### src/rtl/uart_tx_periph.sv
// APB UART transmitter: register file, byte FIFO and 8N1 serialiser on tx.
// Define UART_PARITY_EN to add CR.PEN/CR.ODD and an optional parity bit.
module uart_tx_periph #(
  parameter int          FIFO_DEPTH  = 8,
  parameter logic [15:0] DEFAULT_BRR = 16'd867
) (
  input  logic        PCLK,
  input  logic        PRESET,
  input  logic [31:0] PADDR,
  input  logic [31:0] PWDATA,
  input  logic        PWRITE,
  input  logic        PENABLE,
  input  logic        PSEL,
  output logic [31:0] PRDATA,
  output logic        PREADY,
  output logic        tx
);
  localparam int AW = $clog2(FIFO_DEPTH);
`ifdef UART_PARITY_EN
  localparam int CRW = 3;
`else
  localparam int CRW = 1;
`endif

  typedef enum logic [2:0] {S_IDLE, S_START, S_DATA, S_PARITY, S_STOP} state_t;

  logic [7:0]     mem_q [FIFO_DEPTH];
  logic [AW:0]    wptr_q, rptr_q, cnt;
  logic [CRW-1:0] cr_q;
  logic [15:0]    brr_q, div_q, bcnt_q;
  logic           ovf_q, tx_q, par_q, pen_q;
  state_t         st_q;
  logic [7:0]     sh_q, head;
  logic [2:0]     bit_q;
  logic [1:0]     sel;
  logic           acc, wr_en, full, empty, push, pop, tick, pen, odd;
  logic           unused;

  assign unused = ^{PADDR[31:4], PADDR[1:0], PWDATA[31:16]};

  assign acc    = PSEL & PENABLE;
  assign PREADY = acc;
  assign wr_en  = acc & PWRITE;
  assign sel    = PADDR[3:2];

  // Extra pointer MSB distinguishes full from empty when the indices match.
  assign empty = (wptr_q == rptr_q);
  assign full  = (wptr_q[AW] != rptr_q[AW]) && (wptr_q[AW-1:0] == rptr_q[AW-1:0]);
  assign cnt   = wptr_q - rptr_q;
  assign head  = mem_q[rptr_q[AW-1:0]];
  assign push  = wr_en && (sel == 2'd2) && !full;
  assign pop   = (st_q == S_IDLE) && cr_q[0] && !empty;
  assign tick  = (bcnt_q == div_q);

`ifdef UART_PARITY_EN
  assign pen = cr_q[1];
  assign odd = cr_q[2];
`else
  assign pen = 1'b0;
  assign odd = 1'b0;
`endif

  always_ff @(posedge PCLK) begin
    if (!PRESET) begin
      cr_q   <= '0;
      brr_q  <= DEFAULT_BRR;
      ovf_q  <= 1'b0;
      wptr_q <= '0;
      rptr_q <= '0;
    end else begin
      if (wr_en) begin
        case (sel)
          2'd0: cr_q <= PWDATA[CRW-1:0];
          2'd1: if (PWDATA[3]) ovf_q <= 1'b0;
          2'd2: if (full) ovf_q <= 1'b1;
          2'd3: brr_q <= PWDATA[15:0];
        endcase
      end
      if (push) wptr_q <= wptr_q + 1'b1;
      if (pop)  rptr_q <= rptr_q + 1'b1;
    end
  end

  always_ff @(posedge PCLK) begin
    if (push) mem_q[wptr_q[AW-1:0]] <= PWDATA[7:0];
  end

  // tx_q is loaded with the level of the state being entered, so it is glitch-free.
  always_ff @(posedge PCLK) begin
    if (!PRESET) begin
      st_q   <= S_IDLE;
      tx_q   <= 1'b1;
      bcnt_q <= '0;
      div_q  <= '0;
      sh_q   <= '0;
      bit_q  <= '0;
      par_q  <= 1'b0;
      pen_q  <= 1'b0;
    end else begin
      case (st_q)
        S_IDLE: begin
          tx_q <= 1'b1;
          if (pop) begin
            sh_q   <= head;
            div_q  <= brr_q;
            bcnt_q <= '0;
            par_q  <= (^head) ^ odd;
            pen_q  <= pen;
            st_q   <= S_START;
            tx_q   <= 1'b0;
          end
        end
        default: begin
          bcnt_q <= tick ? 16'd0 : bcnt_q + 16'd1;
          if (tick) begin
            case (st_q)
              S_START: begin
                st_q  <= S_DATA;
                bit_q <= '0;
                tx_q  <= sh_q[0];
              end
              S_DATA: begin
                if (bit_q == 3'd7) begin
                  st_q <= pen_q ? S_PARITY : S_STOP;
                  tx_q <= pen_q ? par_q : 1'b1;
                end else begin
                  sh_q  <= sh_q >> 1;
                  tx_q  <= sh_q[1];
                  bit_q <= bit_q + 3'd1;
                end
              end
              S_PARITY: begin
                st_q <= S_STOP;
                tx_q <= 1'b1;
              end
              default: begin
                st_q <= S_IDLE;
                tx_q <= 1'b1;
              end
            endcase
          end
        end
      endcase
    end
  end

  assign tx = tx_q;

  always_comb begin
    PRDATA = '0;
    if (acc && !PWRITE) begin
      case (sel)
        2'd0: PRDATA[CRW-1:0] = cr_q;
        2'd1: begin
          PRDATA[0]        = full;
          PRDATA[1]        = empty;
          PRDATA[2]        = (st_q != S_IDLE);
          PRDATA[3]        = ovf_q;
          PRDATA[8 +: AW+1] = cnt;
        end
        2'd3: PRDATA[15:0] = brr_q;
        default: PRDATA = '0;
      endcase
    end
  end
endmodule

### config.mk
export PLATFORM = sky130hd
export DESIGN_NAME = uart_tx_periph
export DESIGN_NICKNAME = d
export VERILOG_FILES = /design/src/rtl/uart_tx_periph.sv
export SDC_FILE = /design/constraint.sdc
export NUM_CORES = 1
export LEC_CHECK = 0
export BUFFER_PORTS_ARGS = -buffer_cell sky130_fd_sc_hd__buf_2
export CORE_MARGIN = 3
export CORE_UTILIZATION = 61
export DETAILED_ROUTE_END_ITERATION = 10
export GPL_ROUTABILITY_DRIVEN = 0
export PLACE_DENSITY = 0.92
export SLEW_MARGIN = 10
export SYNTH_ARGS = -nofsm -noshare
export SYNTH_HDL_FRONTEND = slang
export SYNTH_SLANG_ARGS = --single-unit
### constraint.sdc
create_clock -name PCLK -period 3.9 [get_ports PCLK]
set_input_delay 0.78 -clock PCLK [delete_from_list [all_inputs] [get_ports PCLK]]
set_output_delay 0.78 -clock PCLK [all_outputs]
set_load 0.1 [all_outputs]
==> results.cfg, run 1 <==
[synth]
ys_top_cells_by_count = 121 x nand2_1, 76 x dfxtp_1, 64 x edfxtp_1
synth_most_common_cell = nand2_1
yosysSeqAreaShare_pct = 53.3
netlist-cell-type-count = 56
synth-main-ff-cell = dfxtp_1
netlist_top_cells_area = edfxtp_1 30%, dfxtp_1 24%, nand2_1 7.0%, mux4_2 5.6%, mux2i_1 3.6%
synthArstFlopShare_pct = 0
ys_ff_latch = 140
synth_cells = 592
yosysWarnings = 0
syn-cell-area_sq_um = 6460
synth_largest_area_cell = edfxtp_1
synth_area_per_cell_sq_um = 10.9
yosysTopAreaCellShare_pct = 29.8
synth_edf_count = 64

[final_layout]
fin_util_pct = 72.6
n_fill_cell = 572
area_growth_pct = 12.9
drive_above_1_share_pct = 17.1
fin_nets = 704
diodes = 0

[floorplanning]
die-area_sq_um = 11900
io_pins = 103
start_util_pct = 64.3
row_count = 36
die_w_um = 109
core-area_sq_um = 10000
die_y_um = 109

[critical_path]
cp-end-kind = output pin
startpoint_type = register
regToRegEndpoint = wptr_q[3]
required_ps = 3120
r2r_start = wptr_q[0]
r2r_slack_ps = 1320
r2r_cells = 7
path_max_fanout = 7
critical_path_class = register to output pin
critPathLaunch = wptr_q[0]
critPathArrivalTime_ps = 2730

[grt]
grt_max_degree = 51
gr-total-overflow = 0
grt_usage_pct = 28.2
grt_pass1_vias = 4749
grt_antenna_before_repair = 0
grt_pass1_wl_um = 24900

[clock_network]
cts-root-buf = clkbuf_8
cts_tree = done
cts_max_level = 4
post_cts_resized = 0
cts.sink_count = 140
cts_hold_buf = 0
cts_buffers = 17
clkTransAtPathRegs_ps = 60
max-clock-path-buffers = 2
post-cts-setup-buffer-count = 0
insertion_delay_ps = 530

[timing]
holdWs_ps = 461
fmax_mhz = 285
hold_viol_final = 0
setup_viol_count_final = 0
maxSlewHeadroom_pct = 31.4
rsz0062_at_grt = false
finalCritPeriodShare_pct = 89.9
worst_slack_ps = 394
worstMarginPinSlew_ps = 1020
tns_ps = 0
period_needed_ps = 3510
finalMaxSlewViolations = 0
finalClockSkew_ps = 5.42

[flow_run]
max-cap-violations = 0

[hold_path]
worstHoldPathCells = 2
min_to = bit_q[1]
holdCritStartpoint = bit_q[1]
min_path_type = register to register

[pwr]
seqPwrFrac_pct = 45.0
pwr-share-clk_pct = 50.5
power.net_switching_mw = 0.760
p_leak_nw = 2.70
power_switching_share_pct = 22.2
p_comb_share_pct = 4.5
power_density_nw_per_um2 = 470
p_int_mw = 2.66
ir_drop_uv = 344

[routing]
drtIter0Drc = 607
drc = 0
wl_per_cell_um = 20.4
final_antenna_net_count = 0
drtPass1Iterations = 5
via_per_inst = 6.32
vias = 4876
wl_um = 15800

[placed_design]
port_buffers = 40
dp_hpwl_um = 9320
place_ws_ps = 638

[status]
status = complete, no violations
metrics by stage:
| step | instances | power [mW] | area, sq um |
|---|---|---|---|
| detailed placement | 740 | 1.72 | 6660 |
| floorplan | 607 | 1.70 | 6520 |
| global placement | 740 | 1.72 | 6660 |
| CTS | 772 | 3.42 | 7290 |
| global route | 772 | 3.49 | 7290 |
| finish | 772 | 3.42 | 7290 |
how the worst max path moves through the flow:
stage	slack [ps]	end
after global placement	730	PRDATA[7]
after floorplan	300	PRDATA[11]
after detailed placement	640	PRDATA[6]
after global routing	280	PRDATA[1]
after CTS	460	PRDATA[11]
final	390	PRDATA[1]
cells by family after synthesis:
family | synth area share, %
compound gates | 9.32
fa+ha+maj | 1.86
other cells | 0.0581
xor+xnor | 3.91
flops | 53.3
mux | 9.32
buf+inv | 5.23
simple gates | 17.0
cell usage in the layout (no fill, tap or decap), types with 3 or more instances in the layout:
cell type | Yosys | layout
inv_1 | 10 | 10
nor2_1 | 25 | 25
nor3_1 | 6 | 6
conb_1 | 1 | 16
o21ai_0 | 10 | 10
a21boi_0 | 29 | 29
nand2_1 | 121 | 121
dfxtp_1 | 76 | 76
o311ai_0 | 3 | 3
xnor2_1 | 9 | 9
nand3_1 | 17 | 17
clkinvlp_4 | 0 | 4
bufinv_16 | 0 | 5
buf_4 | 16 | 10
ha_1 | 8 | 8
and3_1 | 4 | 4
nand4_1 | 11 | 11
nor4_1 | 6 | 6
or3_1 | 5 | 5
buf_2 | 6 | 40
mux2i_1 | 23 | 23
nor2b_1 | 8 | 8
mux4_2 | 16 | 16
clkbuf_16 | 0 | 16
and2_1 | 14 | 14
o211ai_1 | 12 | 12
edfxtp_1 | 64 | 64
xor2_1 | 18 | 18
a21oi_1 | 8 | 8
cell type report:
class                   count  area, sq um  share of cell area [%]
repair buffers             50          275                    3.78
flip-flops and latches    140         3440                    47.2
inverters                  10         37.5                   0.515
multi-input cells         407         2730                    37.5
clock buffers              17          414                    5.68
clock inverters            15          220                    3.02
well taps                 133          166                    2.28
state kept, by name, summed over array words and instances, names as in the netlist, named ones only:
register	count
div_q	16
bcnt_q	16
brr_q	16
st_q	3
tx	1
mem_q	64
wptr_q	4
sh_q	8
cr_q	1
rptr_q	4
bit_q	3
ovf_q	1
worst max-delay path: stages (launching register included):
cell and delay [ps]:
dfxtp_1 460, inv_1 110, ha_1 330, and3_1 270, nand2_1 180, nor2_1 200, a21oi_1 80, nor2_1 120
buf_2 440
metal layers:
metal  routed length, um  global-route usage [%]  vias to the layer above  share of wire (%)
li1                    -                       -                     2138                  -
met1                6000                    35.2                     2353                 38
met2                7790                    46.1                      323                 49
met3                1410                    7.10                       62                8.9
met4                 554                    13.1                        0                3.5
met5                   0                       0                        -                  0
power groups by stage:
stage / clock, mW / combinational [mW] / sequential (mW)
3_5_place_dp: 0 / 0.151 / 1.57
4_1_cts: 1.73 / 0.153 / 1.54
6_report: 1.73 / 0.155 / 1.54
3_3_place_gp: 0 / 0.146 / 1.57
5_1_grt: 1.79 / 0.162 / 1.54
2_1_floorplan: 0 / 0.131 / 1.57
(Power assumes the default switching activity.)
==> run 2, diff against run 1 <==
--- a/config.mk
+++ b/config.mk
@@ -6,7 +6,6 @@
 export NUM_CORES = 1
 export LEC_CHECK = 0
 export BUFFER_PORTS_ARGS = -buffer_cell sky130_fd_sc_hd__buf_2
-export CORE_MARGIN = 3
 export CORE_UTILIZATION = 61
 export DETAILED_ROUTE_END_ITERATION = 10
 export GPL_ROUTABILITY_DRIVEN = 0
==> results.cfg, run 2 (synthesis results as in run 1) <==
[timing]
maxSlewHeadroom_pct = 20.5
setup_viol_count_final = 0
worstMarginPinSlew_ps = 1190
finalMaxSlewViolations = 0
rsz0062_at_grt = false
fmax_mhz = 280
finalCritPeriodShare_pct = 91.5
worst_slack_ps = 331
finalClockSkew_ps = 5.99
tns_ps = 0
hold_viol_final = 0
period_needed_ps = 3570

[floorplanning]
die_w_um = 105
die_y_um = 105
io_pins = 103
start_util_pct = 62.8
core-area_sq_um = 10300
row_count = 37
die-area_sq_um = 11000

[clock_network]
post_cts_resized = 0
cts_tree = done
cts_max_level = 4
clkTransAtPathRegs_ps = 60
insertion_delay_ps = 540
max-clock-path-buffers = 2
post-cts-setup-buffer-count = 0
cts-root-buf = clkbuf_8
cts.sink_count = 140
cts_hold_buf = 0
cts_buffers = 17

[final_layout]
drive_above_1_share_pct = 15.8
design_area_sq_um = 7190
n_fill_cell = 636
fin_cells = 774
fin_util_pct = 69.9
area_growth_pct = 11.3
fin_nets = 703
final_cell_mix = 121 x nand2_1, 76 x dfxtp_1, 64 x edfxtp_1
largest_reg_flops = 64
diodes = 0
final_common_cell = nand2_1

[routing]
drtIter0Drc = 460
wl_per_cell_um = 18.6
drtPass1Iterations = 5
wl_um = 14400
drc = 0
via_per_inst = 6.24
final_antenna_net_count = 0
vias = 4829

[placed_design]
dpl_cell_area_sq_um = 6650
place_ws_ps = 630
port_buffers = 40
dp.cells = 742
dp_hpwl_um = 8960

[grt]
grt_pass1_vias = 4723
grt_pass1_wl_um = 23200
grt_usage_pct = 27.9
grt_antenna_before_repair = 0
grt_max_degree = 58
gr-total-overflow = 0

[critical_path]
critical_path_class = register to output pin
required_ps = 3120
cp-end-kind = output pin
critPathArrivalTime_ps = 2790
path_max_fanout = 7
startpoint_type = register

[hold_path]
min_path_type = input port to register

[pwr]
power_density_nw_per_um2 = 441
ir_drop_uv = 427
p_leak_nw = 2.66

[status]
status = complete, no violations

[flow_run]
max-cap-violations = 0
run 2: cell count changes in the layout (fill, tap and decap cells not counted), sizes merged:
cell      previous run  this run
buf                 50        49
bufinv               5         2
clkbuf              17        21
clkinv               4         9
clkinvlp             4         0
inv                 12        10
run 2: path summary, 6_finish.rpt:
check,startpoint,cells past startpoint,slack [ps],to
setup / recovery,wptr_q[0],8,330,PRDATA[0]
hold / removal,PWDATA[9],3,460,brr_q[9]
setup reg to reg,bcnt_q[12],5,1320,sh_q[5]
hold reg to reg,bit_q[2],2,460,bit_q[2]
run 2: layout make-up:
class / instances / area (sq um) / share of cell area (%)
repair buffers: 49 / 268 / 3.73
clock buffers: 21 / 429 / 5.97
well taps: 136 / 170 / 2.37
inverters: 10 / 37.5 / 0.522
flip-flops and latches: 140 / 3440 / 47.9
multi-input cells: 407 / 2730 / 38.0
clock inverters: 11 / 104 / 1.45
run 2: critical path, cell delays in order (launching register included):
cell,delay (ps)
dfxtp_1,460
inv_1,120
ha_1,340
nand3_1,170
nor2_1,190
mux2i_1,110
o21ai_0,260
and2_1,180
buf_2,420
run 2: where the power goes:
part           internal [mW]  switching (mW)  leakage (nW)
registers               1.54         0.00335          1.19
clock network          0.896           0.581         0.263
logic                 0.0251           0.129          1.21
total                   2.46           0.713          2.66
run 2: metrics by stage:
stage	total power [mW]	hold WS (ps)
6_report	3.17	456
5_1_grt	3.25	475
4_1_cts	3.17	454
3_5_place_dp	1.72	454
3_3_place_gp	1.72	446
2_1_floorplan	1.70	438
run 2: metal layers:
metal | vias to the layer above | share of wire, % | global-route usage [%]
met1 | 2346 | 39 | 34.2
met4 | 0 | 3.5 | 13.3
met3 | 55 | 8.2 | 7.36
li1 | 2144 | - | -
met5 | - | 0 | 0
met2 | 284 | 49 | 46.0
